`src/rtl/rr_grant_pkg.sv`:
```
// Shared types and helpers for the round-robin grant scheduler and related arbiters.
// Optional concurrent checks in rr_grant_sched are enabled with RR_GRANT_SVA_EN.
package rr_grant_pkg;

  typedef enum logic {
    IDLE  = 1'b0,
    GRANT = 1'b1
  } state_t;

  localparam int N_REQ_DEF = 4;

  // Requester index at the default arbiter width.
  typedef logic [$clog2(N_REQ_DEF)-1:0] req_idx_t;

  // Longest a held request can wait for its grant: every other requester
  // may hold for a full budget plus its gap cycle first.
  function automatic int wait_max(input int n_req, input int max_hold);
    return 1 + (n_req - 1) * (max_hold + 1);
  endfunction

endpackage

```
`src/rtl/rr_pick.sv`:
```
// Rotate-priority picker: finds the first set req bit at or above rr_ptr,
// wrapping modulo N_REQ. Purely combinational.
module rr_pick
  import rr_grant_pkg::*;
#(
  parameter int N_REQ = 4
) (
  input  logic [N_REQ-1:0]         req,
  input  logic [$clog2(N_REQ)-1:0] rr_ptr,
  output logic                     any,
  output logic [$clog2(N_REQ)-1:0] winner
);

  localparam int IDX_W = $clog2(N_REQ);

  logic [2*N_REQ-1:0] req_dbl;
  logic [N_REQ-1:0]   req_rot;
  logic [IDX_W-1:0]   offset;
  logic [IDX_W:0]     idx_sum;

  // Doubling the vector turns the wrap-around search into a plain shift.
  assign req_dbl = {req, req};
  assign req_rot = N_REQ'(req_dbl >> rr_ptr);
  assign any     = |req;

  // NOTE: every variable gets a default at the top of always_comb so no
  // path leaves it unassigned; otherwise synthesis infers a latch.
  always_comb begin
    offset = '0;
    for (int k = N_REQ - 1; k >= 0; k--) begin
      if (req_rot[k]) offset = IDX_W'(k);
    end
    idx_sum = {1'b0, rr_ptr} + {1'b0, offset};
    if (idx_sum >= (IDX_W+1)'(N_REQ)) winner = IDX_W'(idx_sum - (IDX_W+1)'(N_REQ));
    else                              winner = idx_sum[IDX_W-1:0];
  end

endmodule

```
`src/rtl/rr_grant_sched.sv`:
```
// Round-robin grant scheduler with req/gnt hold handshake and MAX_HOLD forced release.
// Define RR_GRANT_SVA_EN to compile in concurrent protocol assertions.
module rr_grant_sched
  import rr_grant_pkg::*;
#(
  parameter int N_REQ    = 4,
  parameter int MAX_HOLD = 8
) (
  input  logic                     clk,
  input  logic                     rst,
  input  logic [N_REQ-1:0]         req,
  output logic [N_REQ-1:0]         gnt,
  output logic                     gnt_vld,
  output logic [$clog2(N_REQ)-1:0] gnt_id,
  output logic                     preempt
);

  localparam int IDX_W  = $clog2(N_REQ);
  localparam int HOLD_W = $clog2(MAX_HOLD + 1);

  state_t             state_q, state_d;
  logic [IDX_W-1:0]   rr_ptr_q, rr_ptr_d;
  logic [HOLD_W-1:0]  hold_q, hold_d;
  logic [N_REQ-1:0]   gnt_d;
  logic [IDX_W-1:0]   gnt_id_d;
  logic               preempt_d;
  logic               pick_any;
  logic [IDX_W-1:0]   pick_w;
  logic               owner_req;
  logic               hold_full;
  logic [IDX_W-1:0]   next_ptr;

  rr_pick #(.N_REQ(N_REQ)) u_pick (
    .req    (req),
    .rr_ptr (rr_ptr_q),
    .any    (pick_any),
    .winner (pick_w)
  );

  // gnt_id is zero outside GRANT, so these are only meaningful while granting.
  assign owner_req = req[gnt_id];
  assign hold_full = (hold_q == HOLD_W'(MAX_HOLD));
  assign next_ptr  = (gnt_id == IDX_W'(N_REQ - 1)) ? '0 : gnt_id + 1'b1;

  // NOTE: state is updated with non-blocking assignments so every register
  // samples pre-edge values; blocking assignments here would create races.
  always_ff @(posedge clk or posedge rst) begin
    if (rst) begin
      state_q  <= IDLE;
      rr_ptr_q <= '0;
      hold_q   <= '0;
      gnt      <= '0;
      gnt_vld  <= 1'b0;
      gnt_id   <= '0;
      preempt  <= 1'b0;
    end else begin
      state_q  <= state_d;
      rr_ptr_q <= rr_ptr_d;
      hold_q   <= hold_d;
      gnt      <= gnt_d;
      gnt_vld  <= |gnt_d;
      gnt_id   <= gnt_id_d;
      preempt  <= preempt_d;
    end
  end

  always_comb begin
    state_d = state_q;
    unique case (state_q)
      IDLE:    if (pick_any) state_d = GRANT;
      GRANT:   if (!owner_req || hold_full) state_d = IDLE;
      default: state_d = IDLE;
    endcase
  end

  // Any release returns to IDLE with gnt cleared, which yields the gap cycle.
  always_comb begin
    gnt_d     = '0;
    gnt_id_d  = '0;
    hold_d    = '0;
    rr_ptr_d  = rr_ptr_q;
    preempt_d = 1'b0;
    unique case (state_q)
      IDLE: begin
        if (pick_any) begin
          gnt_d    = N_REQ'(1) << pick_w;
          gnt_id_d = pick_w;
          hold_d   = HOLD_W'(1);
        end
      end
      GRANT: begin
        if (!owner_req) begin
          rr_ptr_d = next_ptr;
        end else if (hold_full) begin
          rr_ptr_d  = next_ptr;
          preempt_d = 1'b1;
        end else begin
          gnt_d    = gnt;
          gnt_id_d = gnt_id;
          hold_d   = hold_q + 1'b1;
        end
      end
      default: ;
    endcase
  end

`ifdef RR_GRANT_SVA_EN
  localparam int WAIT_MAX = wait_max(N_REQ, MAX_HOLD);

  a_gnt_onehot0: assert property (@(posedge clk) disable iff (rst) $onehot0(gnt))
    else $error("%m: gnt is not one-hot-or-zero");

  a_vld_matches: assert property (@(posedge clk) disable iff (rst) gnt_vld == |gnt)
    else $error("%m: gnt_vld differs from OR of gnt");

  a_preempt_gap: assert property (@(posedge clk) disable iff (rst) preempt |-> !gnt_vld)
    else $error("%m: preempt raised while a grant is valid");

  for (genvar i = 0; i < N_REQ; i++) begin : g_req_sva
    a_gnt_had_req: assert property (@(posedge clk) disable iff (rst) gnt[i] |-> $past(req[i]))
      else $error("%m: grant %0d without prior request", i);

    // A request that drops before service ends the obligation.
    a_bounded_wait: assert property (@(posedge clk) disable iff (rst)
      (req[i] && !gnt[i]) |-> s_eventually [1:WAIT_MAX] (gnt[i] || !req[i]))
      else $error("%m: request %0d not granted within bound", i);
  end
`endif

endmodule

```
`config.mk`:
```
export PLATFORM = sky130hd
export DESIGN_NAME = rr_grant_sched
export DESIGN_NICKNAME = d
export VERILOG_FILES = /design/src/rtl/rr_grant_pkg.sv /design/src/rtl/rr_pick.sv /design/src/rtl/rr_grant_sched.sv
export SDC_FILE = /design/constraint.sdc
export NUM_CORES = 1
export LEC_CHECK = 0
export BUFFER_PORTS_ARGS = -buffer_cell sky130_fd_sc_hd__buf_4
export CAP_MARGIN = 20
export CORE_ASPECT_RATIO = 1.1
export CORE_MARGIN = 10
export CORE_UTILIZATION = 40
export DETAILED_ROUTE_END_ITERATION = 8
export GPL_TIMING_DRIVEN = 0
export PLACE_DENSITY = 0.64
export RECOVER_POWER = 25
export SYNTH_ARGS = -nofsm -noshare
export SYNTH_HDL_FRONTEND = slang
export SYNTH_SLANG_ARGS = --single-unit
export TNS_END_PERCENT = 30
```
`constraint.sdc`:
```
create_clock -name clk -period 2.6 [get_ports clk]
set_input_delay 0.39 -clock clk [delete_from_list [all_inputs] [get_ports clk]]
set_output_delay 0.39 -clock clk [all_outputs]
set_load 0.02 [all_outputs]
```
# Yosys cells after proc, flatten, opt, wreduce, memory -nomap -nowiden

Cells that the tools add are included.

Flip-flop bits (word level): 15
Input bits: 6
Output and inout port bits: 8
Word-level logic and storage cells: 53

Add/sub/neg operators: 4
$lt $le $gt $ge: 2
Equality and inequality tests: 4
Shifts and indexed selects: 2
Multiplexer cells: 28
Bitwise gates (word level): 1
Reductions and logical operators: 5

Operators by type and width:

| cell                  | count |
|---|---|
| $mux W2               | 11 |
| $mux W4               | 5 |
| $pmux W4 S2           | 2 |
| $reduce_or A4 Y1      | 2 |
| $shr A8 B2 Y4         | 1 |
| $mux W1               | 7 |
| $add A4 B1 Y4 const B | 1 |
| $eq A4 B4 Y1 const B  | 1 |
| $pmux W2 S2           | 1 |
| $shl A1 B2 Y4 const A | 1 |
| $add A2 B2 Y3         | 1 |
| $ge A3 B3 Y1 const B  | 1 |
| $lt A2 B3 Y1 const B  | 1 |
| $ne A3 B2 Y1 const B  | 1 |
| $add A2 B1 Y2 const B | 1 |
| $bmux W1 S2           | 1 |
| $eq A2 B2 Y1 const B  | 1 |
| $ne A2 B1 Y1 const B  | 1 |
| $pmux W1 S2           | 1 |
| $reduce_and A2 Y1     | 1 |
| $sub A2 B1 Y2 const B | 1 |
| $logic_not A1 Y1      | 1 |
| $logic_or A1 B1 Y1    | 1 |
| $not A1 Y1            | 1 |

# Longest topological paths before layout

Depth in word-level cells: 12
Depth in mapped cells: 11
Depth with buffers taken out: 10

# Hierarchy

From an unflattened synthesis, not the netlist that was laid out.

Cells, all modules: 96
Area, all modules: 954.7 um^2

Modules (own cells, without submodules):

| module         | times used | cells each | area an instance (um^2) | sequential area each (um^2) |
|---|---|---|---|---|
| rr_grant_sched | 1          | 69         | 775.7                   | 375.4 |
| rr_pick        | 1          | 27         | 178.9                   | 0.0 |

# Least setup slack after synthesis

No wires, ideal clock.

Kind: register -> register
Start: reg rr_ptr_q[1]
End: reg gnt_vld
Setup time: 0.071 ns
Arrival: 1.982 ns
Required time: 2.529 ns
Setup slack: 0.547 ns
Stages on the path, launching flop included: 11
Buffers on the path: 1
Cell sequence: dfrtp_1 > buf_2 > nand2b_1 > a2bb2oi_1 > o32a_1 > a21oi_1 > ha_1 > nor3b_1 > inv_1 > o31a_1 > nand4_1

Cells in the longest elaborated chain, start to end: 12
Elaborated cells on any way between the ends: 13
Those cells by class: 2 x add/sub; 1 x order compare; 2 x shift; 7 x mux; 1 x reduce/logical

RTL lines:

| what                                                 | RTL line             | RTL |
|---|---|---|
| from (decl)                                          | rr_grant_sched.sv:22 | `logic [IDX_W-1:0] rr_ptr_q, rr_ptr_d;` |
| from (signal assigned)                               | rr_grant_sched.sv:58 | `rr_ptr_q <= rr_ptr_d;` |
| $shr A8 B2 Y4                                        | rr_pick.sv:23        | `assign req_rot = N_REQ'(req_dbl >> rr_ptr);` |
| $mux W2 (4 in a row)                                 | rr_pick.sv:31        | `if (req_rot[k]) offset = IDX_W'(k);` |
| $add A2 B2 Y3 *                                      | rr_pick.sv:33        | `idx_sum = {1'b0, rr_ptr} + {1'b0, offset};` |
| $ge A3 B3 Y1 / $sub A2 B1 Y2 (equally long branches) | rr_pick.sv:34        | `if (idx_sum >= (IDX_W+1)'(N_REQ)) winner = IDX_W'(idx_sum - (IDX_W+1)'(N_REQ));` |
| $mux W2 *                                            | rr_pick.sv:34        |  |
| $shl A1 B2 Y4 *                                      | rr_grant_sched.sv:86 | `gnt_d = N_REQ'(1) << pick_w;` |
| $mux W4 *                                            | rr_grant_sched.sv:85 | `if (pick_any) begin` |
| $pmux W4 S2 *                                        | rr_grant_sched.sv:83 | `unique case (state_q)` |
| $reduce_or A4 Y1 *                                   | rr_grant_sched.sv:61 | `gnt_vld <= \|gnt_d;` |
| to (signal assigned)                                 | rr_grant_sched.sv:61 |  |
| to (decl)                                            | rr_grant_sched.sv:13 | `output logic gnt_vld,` |

Mark *: on every way between the ends. The rest lies on a longest branch, timed or not.
A chain may end at the register's enable or synchronous reset.

# Worst setup path in the final report

Ends and elaborated chain as after synthesis.

==> reports/qor.yml <==
run_status: "completed"
synth_edf_count: 0
power_density_mw_per_mm2: 1070
start_util_pct: 41.38
max_freq_mhz: 434.8
drc: 0
grt-busiest-layer: "met2"
hold_path_class: "input pin to asynchronous set/reset pin"
synth_top_area_share_pct: 41.10
pwr-share-clk_pct: 11.4
drt_pass1_iterations: 4
areaGrowthSynthToFinish_pct: 17.12
core_area_mm2: 0.002207
cts_max_level: 1
maxSlewViolCount: 0
worst_slack_ns: 0.3000
row_count: 18
grt_pass1_wl_um: 3498
dp_hpwl_um: 1531
cp-start-kind: "flip-flop"
diodes: 0
drv_cap: 0
clock_skew_ns: 0.007405
cts.reportedPaths.clkPinSlew_ns: 0.09
grt_max_degree: 16
die-area_mm2: 0.004597
rsz0062_at_grt: "no"
yosysUniqueCellTypes: 39
vdd_drop_max_v: 0.0004308
leakage_nw: 0.4869
crit_path_cell_trace: "clkbuf_4, nand2_1, a21oi_1, nor2_1, a211oi_1, a21oi_1, ha_1, nor3b_1, inv_1, o31a_1, nand4_1"
relSlewSlack_pct: 60.96
crit_top_cell: "a21oi_1"
gr-total-overflow: 0
ys_seq_area_share_pct: 41.10
die_h_um: 70.12
hold_viol: 0
gp_congestion: 0.7471
min_period_over_period_pct: 88.46
port_buffers: 12
vias: 733
grt_pass1_vias: 773
criticalPathCategory: "flip-flop to flip-flop"
ctsResizeCount: 0
die_x_um: 65.56
cts.sinks: 15
antenna_found_initial: 0
crit_buf_inv: 2
rrSetupSlack_ns: 0.30
grtUsageMet1_pct: 9.713
switching_power_mw: 0.4800
layout_common_cells: "dfrtp_1 (15), buf_4 (11), nand2_1 (10)"
ys_seq_elements: 15
arrival_ns: 2.52
cts_root_buffer: "clkbuf_4"
setup-tns-final_ns: 0
setup_viol: 0
slowest_delay_ns: 0.40
syn_area_um2: 913.4
internal-power_mw: 0.6648
synth_ff_type: "dfrtp_1"
final_common_cell: "dfrtp_1"
comb_power_share_pct: 54.0
clk_latency_ns: 0.28
p_seq_share_pct: 34.6
cp_top_family: "compound AO/OA/AOI/OAI gates"
dp_slack_ns: 0.2786
synthesis.instances: 92
drive_above_1_share_pct: 21.30
crit_slowest_cell: "dfrtp_1"
drt-total-wl_um: 1909
vias_per_cell: 5.312
path_max_fanout: 10
worstSetupEndpointType: "flip-flop"
required_ns: 2.82
cts_buffers: 3
utilization_pct: 48.47
p_sw_share_pct: 41.93
async_flop_share_pct: 100.0
io_pins: 14
avgSynthCellArea_um2: 9.928
grtUsageMet3_pct: 2.073
syn_nets: 102
hold_buffers: 0
min_period_ns: 2.300
track_usage_pct: 9.204
synth_top_area_cell: "dfrtp_1"
drtIter0Drc: 55
drtAntennaViolNets: 0
cts_setup_buffers: 0
avgRoutedWirePerCell_um: 13.83
max_slew.worst_pin.slew_ns: 0.5850
ys_warn_count: 0
cts_max_path_buffers: 2
synth_area_leaders: "dfrtp_1 (41%), ha_1 (5.5%), nand2_1 (4.1%)"
use_met2_pct: 16.07
nets: 119
cts_tree: "yes"
[per-layer routing]
layer	vias up	share of wire, %
met3	0	4.0
met1	348	42
li1	368	-
met2	17	54
met4	0	0
met5	-	0
[synth_stat cells, types with 2 or more instances]
cell	instances
nor3_1	2
ha_1	4
o21a_1	2
buf_6	2
xnor2_1	2
mux2_2	2
xor2_1	2
o21ai_0	2
dfrtp_1	15
inv_1	6
o21ai_1	4
a21oi_1	3
nand2_1	10
and2_1	2
and3_1	2
nor2_1	4
nor2b_1	3
nor4bb_1	3
nand3_1	2
[metrics by stage]
stage | cell area (µm²) | std cells | total power, mW | hold slack [ns]
after floorplan | 913.4 | 92 | 0.8430 | 0.2915
after global placement | 1041 | 134 | 0.9989 | 0.4834
after detailed placement | 1041 | 134 | 1.020 | 0.4900
after CTS | 1067 | 138 | 1.154 | 0.1832
after global routing | 1070 | 138 | 1.266 | 0.2162
final | 1070 | 138 | 1.145 | 0.1648
[cells by family (layout without fill, tap and decap cells)]
kind of cell / count (synthesis) / count (layout) / synth area share (%)
muxes: 3 / 3 / 4.931
and+or+nand+nor: 36 / 36 / 23.02
DFF: 15 / 15 / 41.10
adders and majority gates: 4 / 4 / 5.480
AOI/OAI and AO/OA: 21 / 21 / 16.17
xor gates and xnor gates: 4 / 4 / 3.836
buffers and inverters: 9 / 25 / 5.479
[flip-flops by register name, indices dropped and copies added, names as in the netlist]
name and cells:
gnt_id 2, gnt 4, hold_q 4, rr_ptr_q 2, state_q 1, preempt 1, gnt_vld 1
[worst paths after layout]
path / from / to / cells after the start
setup / recovery: rr_ptr_q[1] / gnt_vld / 11
hold / removal: rst / gnt_vld / 2
setup reg to reg: rr_ptr_q[1] / gnt_vld / 11
hold reg to reg: gnt[2] / gnt_vld / 2
max in group asynchronous: rst / hold_q[1] / 2
min in group clk: req[1] / state_q / 3
[worst register-to-register path, stage by stage (launching register included)]
cell	delay, ns
dfrtp_1	0.40
clkbuf_4	0.22
nand2_1	0.07
a21oi_1	0.13
nor2_1	0.05
a211oi_1	0.22
a21oi_1	0.09
ha_1	0.30
nor3b_1	0.24
inv_1	0.12
o31a_1	0.32
nand4_1	0.09
[final cells by class]
cell class	count	area [µm²]
plain buffers	3	30.03
clock buffers	4	26.28
fillers	226	1137
inverters	6	22.52
multi-input cells	68	488.0
flip-flops and latches	15	375.4
well taps	30	37.54
repair buffers	12	90.09
[power by group through the flow]
stage	Sequential (mW)	Clock, mW	Combinational (mW)
final	0.397	0.130	0.618
after global routing	0.412	0.150	0.704
after CTS	0.398	0.135	0.621
after detailed placement	0.403	0	0.617
after global placement	0.399	0	0.600
after floorplan	0.426	0	0.417
Power figures use the tool's default switching activity.
